### src/rtl/mc_controller.sv
`default_nettype none
// +--------------------------------------------------------------------------+
// | Module   : mc_controller                                                 |
// | Purpose  : Multicycle ARM control unit. A Moore FSM sequences fetch,     |
// |            decode, execute, memory and writeback on a shared memory      |
// |            port. A memory-ready handshake with a wait-cycle timeout      |
// |            drives a sticky FAULT state that only reset can leave.        |
// | Ports    : clk, rst (async, active-low)                                  |
// |            Cond/Op/Funct/Rd      - instruction fields from the IR         |
// |            ALUFlags              - {N,Z,C,V} from the ALU                 |
// |            MemReady              - memory completes access this cycle     |
// |            PCWrite/IRWrite/RegWrite/MemWrite - write strobes             |
// |            AdrSrc/ALUSrcA/ALUSrcB/ResultSrc/ImmSrc/RegSrc/ALUControl     |
// |                                  - datapath mux and ALU selects           |
// |            Fault                 - sticky memory timeout indication       |
// | Options  : MC_CMP_EN - decode cmd 1010 as CMP (SUB, flags only, no       |
// |            register write). Undefined: cmd 1010 behaves as ADD.          |
// | Revision : 1.0 - initial release                                         |
// +--------------------------------------------------------------------------+
module mc_controller #(
    parameter int MEM_TIMEOUT = 16,
    parameter int CNT_W       = $clog2(MEM_TIMEOUT + 1)
) (
    input  logic       clk,
    input  logic       rst,
    input  logic [3:0] Cond,
    input  logic [1:0] Op,
    input  logic [5:0] Funct,
    input  logic [3:0] Rd,
    input  logic [3:0] ALUFlags,
    input  logic       MemReady,
    output logic       PCWrite,
    output logic       IRWrite,
    output logic       RegWrite,
    output logic       MemWrite,
    output logic       AdrSrc,
    output logic       ALUSrcA,
    output logic [1:0] ALUSrcB,
    output logic [1:0] ResultSrc,
    output logic [1:0] ImmSrc,
    output logic [1:0] RegSrc,
    output logic [1:0] ALUControl,
    output logic       Fault
);

    localparam logic [3:0] c_FETCH  = 4'd0;
    localparam logic [3:0] c_DECODE = 4'd1;
    localparam logic [3:0] c_MEMADR = 4'd2;
    localparam logic [3:0] c_MEMRD  = 4'd3;
    localparam logic [3:0] c_MEMWB  = 4'd4;
    localparam logic [3:0] c_MEMWR  = 4'd5;
    localparam logic [3:0] c_EXECR  = 4'd6;
    localparam logic [3:0] c_EXECI  = 4'd7;
    localparam logic [3:0] c_ALUWB  = 4'd8;
    localparam logic [3:0] c_BRANCH = 4'd9;
    localparam logic [3:0] c_FAULT  = 4'd10;

    localparam logic [CNT_W-1:0] c_CNT_LAST = CNT_W'(MEM_TIMEOUT - 1);

    logic [3:0]       state_q, state_d;
    logic [CNT_W-1:0] cnt_q, cnt_d;
    logic [3:0]       flags_q, flags_d;
    logic             condex_q, condex_d;

    logic             cond_ex;
    logic [1:0]       alu_ctl;
    logic [1:0]       flag_w;
    logic             no_write;
    logic             wait_st;

    // Rd is part of the instruction bus but R15 writes are not treated specially.
    logic unused_rd;
    assign unused_rd = ^Rd;

    // ARM condition evaluation on the registered {N,Z,C,V}.
    always_comb begin
        cond_ex = 1'b0;
        case (Cond)
            4'b0000: cond_ex = flags_q[2];
            4'b0001: cond_ex = ~flags_q[2];
            4'b0010: cond_ex = flags_q[1];
            4'b0011: cond_ex = ~flags_q[1];
            4'b0100: cond_ex = flags_q[3];
            4'b0101: cond_ex = ~flags_q[3];
            4'b0110: cond_ex = flags_q[0];
            4'b0111: cond_ex = ~flags_q[0];
            4'b1000: cond_ex = flags_q[1] & ~flags_q[2];
            4'b1001: cond_ex = ~flags_q[1] | flags_q[2];
            4'b1010: cond_ex = (flags_q[3] == flags_q[0]);
            4'b1011: cond_ex = (flags_q[3] != flags_q[0]);
            4'b1100: cond_ex = ~flags_q[2] & (flags_q[3] == flags_q[0]);
            4'b1101: cond_ex = flags_q[2] | (flags_q[3] != flags_q[0]);
            4'b1110: cond_ex = 1'b1;
            default: cond_ex = 1'b0;
        endcase
    end

    // Data-processing decode: ALU op, flag-write enables and write suppression.
    always_comb begin
        alu_ctl  = 2'b00;
        no_write = 1'b0;
        case (Funct[4:1])
            4'b0100: alu_ctl = 2'b00;
            4'b0010: alu_ctl = 2'b01;
            4'b0000: alu_ctl = 2'b10;
            4'b1100: alu_ctl = 2'b11;
`ifdef MC_CMP_EN
            4'b1010: alu_ctl = 2'b01;
`endif
            default: alu_ctl = 2'b00;
        endcase
        // C and V are only meaningful for arithmetic operations.
        flag_w[1] = Funct[0];
        flag_w[0] = Funct[0] & ((alu_ctl == 2'b00) | (alu_ctl == 2'b01));
`ifdef MC_CMP_EN
        if (Funct[4:1] == 4'b1010) begin
            flag_w   = 2'b11;
            no_write = 1'b1;
        end
`endif
    end

    assign wait_st = (state_q == c_FETCH) | (state_q == c_MEMRD) | (state_q == c_MEMWR);

    // Next-state, wait counter, flags and latched condition.
    always_comb begin
        state_d  = state_q;
        flags_d  = flags_q;
        condex_d = condex_q;
        case (state_q)
            c_FETCH:  if (MemReady) state_d = c_DECODE;
            c_DECODE: begin
                condex_d = cond_ex;
                case (Op)
                    2'b01:   state_d = c_MEMADR;
                    2'b00:   state_d = Funct[5] ? c_EXECI : c_EXECR;
                    2'b10:   state_d = c_BRANCH;
                    default: state_d = c_FETCH;
                endcase
            end
            c_MEMADR: state_d = Funct[0] ? c_MEMRD : c_MEMWR;
            c_MEMRD:  if (MemReady) state_d = c_MEMWB;
            c_MEMWB:  state_d = c_FETCH;
            c_MEMWR:  if (MemReady) state_d = c_FETCH;
            c_EXECR, c_EXECI: begin
                state_d = c_ALUWB;
                if (condex_q & flag_w[1]) flags_d[3:2] = ALUFlags[3:2];
                if (condex_q & flag_w[0]) flags_d[1:0] = ALUFlags[1:0];
            end
            c_ALUWB:  state_d = c_FETCH;
            c_BRANCH: state_d = c_FETCH;
            c_FAULT:  state_d = c_FAULT;
            default:  state_d = c_FETCH;
        endcase

        // The timeout overrides "stay": the last not-ready cycle goes to FAULT.
        cnt_d = '0;
        if (wait_st && !MemReady) begin
            if (cnt_q == c_CNT_LAST) begin
                state_d = c_FAULT;
            end else begin
                cnt_d = cnt_q + CNT_W'(1);
            end
        end
    end

    always_ff @(posedge clk or negedge rst) begin
        if (!rst) begin
            state_q  <= c_FETCH;
            cnt_q    <= '0;
            flags_q  <= 4'b0000;
            condex_q <= 1'b0;
        end else begin
            state_q  <= state_d;
            cnt_q    <= cnt_d;
            flags_q  <= flags_d;
            condex_q <= condex_d;
        end
    end

    // Moore outputs (strobes also qualified by MemReady in wait states).
    always_comb begin
        PCWrite    = 1'b0;
        IRWrite    = 1'b0;
        RegWrite   = 1'b0;
        MemWrite   = 1'b0;
        AdrSrc     = 1'b0;
        ALUSrcA    = 1'b0;
        ALUSrcB    = 2'b00;
        ResultSrc  = 2'b00;
        ALUControl = 2'b00;
        Fault      = 1'b0;
        case (state_q)
            c_FETCH: begin
                ALUSrcA   = 1'b1;
                ALUSrcB   = 2'b10;
                ResultSrc = 2'b10;
                IRWrite   = MemReady;
                PCWrite   = MemReady;
            end
            c_DECODE: begin
                ALUSrcA   = 1'b1;
                ALUSrcB   = 2'b10;
                ResultSrc = 2'b10;
            end
            c_MEMADR: ALUSrcB = 2'b01;
            c_MEMRD:  AdrSrc  = 1'b1;
            c_MEMWB: begin
                ResultSrc = 2'b01;
                RegWrite  = condex_q;
            end
            c_MEMWR: begin
                AdrSrc   = 1'b1;
                MemWrite = condex_q;
            end
            c_EXECR:  ALUControl = alu_ctl;
            c_EXECI: begin
                ALUSrcB    = 2'b01;
                ALUControl = alu_ctl;
            end
            c_ALUWB:  RegWrite = condex_q & ~no_write;
            c_BRANCH: begin
                ALUSrcB   = 2'b01;
                ResultSrc = 2'b10;
                PCWrite   = condex_q;
            end
            c_FAULT:  Fault = 1'b1;
            default: ;
        endcase
        // Reset holds the FSM in FETCH, but no write may escape while it is held.
        if (!rst) begin
            PCWrite  = 1'b0;
            IRWrite  = 1'b0;
            RegWrite = 1'b0;
            MemWrite = 1'b0;
        end
    end

    assign ImmSrc = Op;
    assign RegSrc = {(Op == 2'b01), (Op == 2'b10)};

endmodule
`default_nettype wire

### config.mk
export PLATFORM = sky130hd
export DESIGN_NAME = mc_controller
export DESIGN_NICKNAME = d
export VERILOG_FILES = /design/src/rtl/mc_controller.sv
export SDC_FILE = /design/constraint.sdc
export NUM_CORES = 1
export LEC_CHECK = 0
export CAP_MARGIN = 20
export CORE_UTILIZATION = 47
export DETAILED_ROUTE_END_ITERATION = 16
export PLACE_DENSITY = 0.92
export SKIP_LAST_GASP = 1
export SLEW_MARGIN = 20
export SYNTH_ARGS = -nofsm -noshare
export SYNTH_HDL_FRONTEND = slang
export SYNTH_SLANG_ARGS = --single-unit
### constraint.sdc
create_clock -name clk -period 4.1 [get_ports clk]
set_input_delay 1.025 -clock clk [delete_from_list [all_inputs] [get_ports clk]]
set_output_delay 1.025 -clock clk [all_outputs]
set_load 0.05 [all_outputs]
==> out/metrics.cfg, run 1 <==
[run_status]
outcome=finished clean

[routing]
ant_nets=0
routedWlPerCell_um=13.80
totalWireLength_um=2787
drt-initial-drc-count=34
drt-pass1-iter-count=4
drc_errors=0
via_count=1185
viasPerCell=5.866

[clock_network]
post_cts_buffers=0
cts_tree=done
clk_latency_ns=0.28
cts_sinks=14
cts_hold_repair.buffers=0
cts_root_buf=clkbuf_4
h-tree-depth=1
cts_buffer_depth=2
cts.clk_slew.worst_paths_ns=0.08
cts_made_buffers=3
cts_resized=0

[timing]
fin_ws_ns=0.3616
worst_pin_slew_ns=0.5327
slew_headroom=0.6449
rsz0062_at_grt=no
tns_ns=0
setup_viol=0
hold_viol=0
finalMaxSlewViolations=0
timing.fmax_ghz=0.2675
finalCritPeriodShare=0.9118
min_period_ns=3.738
skew_ns=0.006865

[synthesis]
synthTopCellsByArea=dfrtp_1 (29%), nand2b_1 (4.1%), nor3_1 (3.7%)
synth_seq_area_share=0.2890
avgSynthCellArea_um2=8.478
synth_cell_types=49
synth_top_area_frac=0.2890
synth-seq-cells=14
synth_cells=143
synth_area_um2=1212
synthesis.nets=167
synth_top_cell_by_area=dfrtp_1
synth_warnings=0

[finish]
area_delta_synth_final_pct=31.89
fin_nets=198
fill_cells=202
drive_gt1_frac=0.1105
n_antenna_cell=0
fin_cells=202
seq_area_um2=350.3
multi_input_area_um2=770.7

[flow_run]
max-cap-violations=0

[floorplan]
die_w_um=52.79
ios=40
row_count=18
die_area_um2=2787
die_h_um=52.79
coreArea_um2=2455
start_util=0.4939

[global_route]
grt_overflow=0
antenna_found_initial=0
grt_pass1_wl_um=4512
grt_max_degree=20
grt_usage=0.2232
grt_pass1_vias=1076

[pwr]
power.density_nw_per_um2=514.5
p_leak_nw=0.6389
power_mw=0.8226
worst_ir_drop_vdd_v=0.0005236

[worst_setup_path]
path_max_fanout=2
worstSetupEndpointType=primary output
cp-start-kind=primary input
crit_type=primary input to primary output
cp.arrival_ns=2.71
critPathRequiredTime_ns=3.07

[place]
preCtsSetupSlack_ns=0.3641
globalplace.congestion=0.9164
port_buffers=35
dpl.hpwl_um=2152
placed_cells=199

[hold_path]
hp-class=flip-flop to flip-flop

layer usage:
metal / track usage / vias up / part of all wire
li1: - / 582 / -
met1: 0.2730 / 563 / 0.44
met2: 0.3882 / 36 / 0.49
met3: 0.03478 / 4 / 0.050
met4: 0.08333 / 0 / 0.014
met5: 0 / - / 0
power by group:
group	internal (mW)	switching [mW]
logic	0.212	0.276
registers	0.175	0.0839
clock network	0.0340	0.0423
worst max-delay path, cell delays in order:
cell and delay (ns):
clkdlybuf4s50_1 0.48, nand2_1 0.07, nor2_1 0.08, a21oi_1 0.05, nor3_1 0.18, clkdlybuf4s50_1 0.83
sequential cells by signal, summed over array words and instances, names as in the netlist:
| signal | cells |
|---|---|
| cnt_q | 5 |
| condex_q | 1 |
| flags_q | 4 |
| state_q | 4 |
layout by cell type (no fill, tap or decap), drive strengths merged, types with 3 or more instances in the layout:
cell type       n
nor2            9
a31oi           3
nand3           5
inv             4
nor4            3
dfrtp          14
nor3            9
nor3b           5
xor2            4
o21ai          10
clkdlybuf4s50  30
nor2b           5
nand2b          9
and3            6
a21oi           5
nand2           7
buf             7
clkbuf          3
mux2            5
cells by family after synthesis:
| kind of cell | count (synthesis) | synth area share |
|---|---|---|
| flops | 14 | 0.2890 |
| simple gates | 67 | 0.3302 |
| buf+inv | 15 | 0.07532 |
| xor+xnor | 5 | 0.03612 |
| fa+ha+maj | 1 | 0.01032 |
| mux | 7 | 0.06914 |
| compound gates | 34 | 0.1899 |
path summary, 6_finish.rpt:
| path | start | end | slack [ns] | cells past startpoint |
|---|---|---|---|---|
| max in group asynchronous | rst | cnt_q[1]$_DFF_PN0_ | 2.66 | 2 |
| setup / recovery | Funct[3] | ALUControl[0] | 0.36 | 6 |
| setup reg to reg | state_q[2]$_DFF_PN0_ | flags_q[1]$_DFFE_PN0P_ | 2.35 | 4 |
| hold reg to reg | cnt_q[0]$_DFF_PN0_ | cnt_q[0]$_DFF_PN0_ | 0.51 | 1 |
| min in group asynchronous | rst | condex_q$_DFFE_PN0P_ | 0.99 | 1 |
| hold / removal | cnt_q[0]$_DFF_PN0_ | cnt_q[0]$_DFF_PN0_ | 0.51 | 1 |
stage by stage:
step | utilization | hold slack, ns | area (µm²)
after CTS | 0.6514 | 0.5110 | 1599
after detailed placement | 0.6422 | 0.5028 | 1577
after global placement | 0.6422 | 0.4722 | 1577
final | 0.6514 | 0.5050 | 1599
after global routing | 0.6514 | 0.5347 | 1599
after floorplan | - | 0.4605 | 1212
synth_stat cells, drive strengths merged:
library cell / number
o31ai: 1
buf: 9
a211oi: 2
or2: 1
a31oi: 3
o32ai: 1
xor2: 4
nand2b: 9
nand4bb: 1
and2: 1
nor3: 9
dfrtp: 14
nand2: 7
o22ai: 2
xnor2: 1
clkbuf: 2
a21oi: 5
o31a: 1
nor4: 3
mux2i: 2
a22oi: 1
mux2: 5
o311a: 1
and2b: 1
o21ai: 10
a21boi: 2
nand3b: 2
o21a: 1
nor3b: 5
inv: 4
a31o: 1
ha: 1
o211ai: 1
nand4b: 1
a2111oi: 1
nor2: 9
and3b: 1
and4bb: 1
nand3: 5
nor2b: 5
a2bb2oi: 1
and3: 6
final cells by class:
type,count,area share
clock buffers,3,0.01408
inverters,4,0.009390
well taps,30,0.02347
multi-input cells,114,0.4820
repair buffers,37,0.2520
flip-flops and latches,14,0.2191
No activity file was read; power rests on OpenSTA's default activity.
==> inputs of run 2 (changes only) <==
--- a/config.mk
+++ b/config.mk
@@ -5,10 +5,12 @@
 export SDC_FILE = /design/constraint.sdc
 export NUM_CORES = 1
 export LEC_CHECK = 0
+export ABC_AREA = 1
 export CAP_MARGIN = 20
-export CORE_UTILIZATION = 47
+export CORE_UTILIZATION = 35
+export CTS_CLUSTER_DIAMETER = 50
 export DETAILED_ROUTE_END_ITERATION = 16
-export PLACE_DENSITY = 0.92
+export PLACE_DENSITY = 0.75
 export SKIP_LAST_GASP = 1
 export SLEW_MARGIN = 20
 export SYNTH_ARGS = -nofsm -noshare
==> out/metrics.cfg, run 2 <==
[finish]
area_delta_synth_final_pct=41.00
fin_nets=239  ; +21%
drive_gt1_frac=0.1262  ; +0.01570
regMostFlops=cnt_q
final_cell_mix=nand2_1 (41), nor2_1 (33), clkdlybuf4s50_1 (31)
final_core_util=0.5256  ; -0.1258
layout_commonest_cell=nand2_1
n_antenna_cell=0  ; unchanged
reg.largest.list=cnt_q x5, flags_q x4, state_q x4
largest_reg_flops=5  ; unchanged
fill_cells=315  ; +56%
multi_input_area_um2=669.4  ; -13%
seq_area_um2=350.3  ; unchanged

[pwr]
power_mw=0.9540  ; +16%
power.density_nw_per_um2=589.7  ; +15%
worst_ir_drop_vdd_v=0.0003125  ; -40%
p_leak_nw=0.8173  ; +28%

[routing]
via_count=1226  ; +3.5%
viasPerCell=4.752  ; -19%
totalWireLength_um=2709  ; -2.8%
ant_nets=0  ; unchanged
drt-pass1-iter-count=4  ; unchanged
drt-initial-drc-count=31  ; -8.8%
drc_errors=0  ; unchanged
routedWlPerCell_um=10.50  ; -24%

[clock_network]
clk_latency_ns=0.29  ; about the same
cts_hold_repair.buffers=0  ; unchanged
h-tree-depth=1  ; unchanged
cts_buffer_depth=2  ; unchanged
cts_tree=done
cts_root_buf=clkbuf_4
cts_resized=0  ; unchanged
cts_made_buffers=3  ; unchanged
cts_sinks=14  ; unchanged
cts.clk_slew.worst_paths_ns=0.08  ; about the same
post_cts_buffers=0  ; unchanged

[timing]
skew_ns=0.004294  ; -0.002570 ns
setup_viol=0  ; unchanged
min_period_ns=3.656  ; -0.08211 ns
rsz0062_at_grt=no
timing.fmax_ghz=0.2735  ; +2.2%
hold_viol=0  ; unchanged
slew_headroom=0.6585  ; +0.01358
worst_pin_slew_ns=0.5107  ; -0.02198 ns
hold_ws_ns=0.4855  ; -0.01950 ns
finalMaxSlewViolations=0  ; unchanged
fin_ws_ns=0.4437  ; +0.08212 ns
finalCritPeriodShare=0.8918  ; -0.02003
tns_ns=0  ; unchanged

[worst_setup_path]
worst_path_largest_cell_delay_ns=0.80  ; -0.03 ns
path_buf_inv=2  ; unchanged
cp.arrival_ns=2.63  ; -0.08 ns
critPathRequiredTime_ns=3.07  ; about the same
crit_type=primary input to primary output
cp-start-kind=primary input
path_max_fanout=2  ; unchanged
cp_top_family=buffers and inverters
path_cells=clkdlybuf4s50_1 -> nor2_1 -> o21ai_0 -> nor2_1 -> clkdlybuf4s50_1
worstSetupEndpointType=primary output
crit_path_top_delay_cell=clkdlybuf4s50_1
reg2reg_from=state_q[1]$_DFF_PN0_
startpoint=Funct[4]

[place]
preCtsSetupSlack_ns=0.4427  ; +0.07860 ns
globalplace.congestion=0.8203  ; -10%
dpl.hpwl_um=2223  ; +3.3%
port_buffers=35  ; unchanged

[synthesis]
synth_area_um2=1147  ; -5.4%
synth_cell_types=25  ; -49%
synth_cells=176  ; +23%
synth_top_area_frac=0.3053  ; +0.01639
synth_async_sr_flop_share=1.000  ; unchanged
synth_warnings=0  ; unchanged
synth-seq-cells=14  ; unchanged
synth_edf_count=0  ; unchanged
synthTopCellsByArea=dfrtp_1 (31%), nand2_1 (13%), nor2_1 (11%)
synthesis.nets=200  ; +20%
synth_common_cells=nand2_1 (41), nor2_1 (33), inv_1 (22)
yosysMostFrequentCell=nand2_1
avgSynthCellArea_um2=6.519  ; -23%
synth_flop_cell=dfrtp_1
synth_seq_area_share=0.3053  ; +0.01639
synth_top_cell_by_area=dfrtp_1

[global_route]
gr-usage-met2=0.2681  ; -0.1201
grt_busiest_layer=met2
grt_overflow=0  ; unchanged
antenna_found_initial=0  ; unchanged
gr-usage-met1=0.2288  ; -0.04428
grt_use_met3=0.02838  ; -0.006398
grt_pass1_wl_um=4429  ; -1.8%
grt_max_degree=12  ; -40%
grt_pass1_vias=1012  ; -5.9%
grt_usage=0.1642  ; -0.05902

[floorplan]
die_w_um=59.26  ; +12%
die_area_um2=3511  ; +26%
start_util=0.3728  ; -0.1211
ios=40  ; unchanged
row_count=20  ; +2
die_h_um=59.26  ; +12%
coreArea_um2=3078  ; +25%

[hold_path]
hp-class=flip-flop to flip-flop
hp-start=cnt_q[0]$_DFF_PN0_

[run_status]
outcome=finished clean

[flow_run]
max-cap-violations=0  ; unchanged

run 2: changes by cell type after synthesis, moves of 4 or more:
cell and delta:
nor2_1 +24, inv_2 +5, nor2b_1 -5, nor2_4 +4
nand2_1 +34, inv_1 +18, nor3b_1 -5, and3_1 -5
nand4_1 +4, nand3_1 +13, nor3_1 -5, nand2b_1 -8
run 2: cells by family (layout without fill, tap and decap cells):
family,Yosys count,after routing,share of synthesized area
compound gates,18,18,0.08942
xor+xnor,1,1,0.007635
fa+ha+maj,1,1,0.01090
buf+inv,30,68,0.1112
flops,14,14,0.3053
simple gates,112,112,0.4755
run 2: report_power, final:
part	leakage [nW]	internal, mW	total [mW]	switching [mW]
Sequential	0.172	0.179	0.230	0.0508
Combinational	0.625	0.213	0.622	0.410
Clock	0.0210	0.0541	0.102	0.0480
Total	0.817	0.446	0.954	0.508
run 2: through the flow:
| stage | std cells | cell area [µm²] |
|---|---|---|
| 4_1_cts | 258 | 1618 |
| 2_1_floorplan | 176 | 1147 |
| 5_1_grt | 258 | 1618 |
| 6_report | 258 | 1618 |
| 3_3_place_gp | 254 | 1582 |
| 3_5_place_dp | 254 | 1582 |
run 2: final cells by class:
cell class	count	area share
well taps	44	0.03403
repair buffers	37	0.2506
flip-flops and latches	14	0.2166
inverters	27	0.06264
clock buffers	4	0.02243
multi-input cells	132	0.4138
run 2: worst paths after layout:
path | cells after the start | slack (ns) | endpoint
setup / recovery | 5 | 0.44 | ALUControl[1]
hold / removal | 1 | 0.49 | cnt_q[0]$_DFF_PN0_
setup reg to reg | 7 | 2.70 | state_q[2]$_DFF_PN0_
hold reg to reg | 1 | 0.49 | cnt_q[0]$_DFF_PN0_
max in group asynchronous | 2 | 2.69 | cnt_q[0]$_DFF_PN0_
min in group asynchronous | 1 | 0.97 | state_q[3]$_DFF_PN0_
run 2: layer usage:
metal	vias to the layer above	wire, µm
met4	0	14
met2	27	1303
met1	558	1264
met5	-	0
met3	3	126
li1	638	-
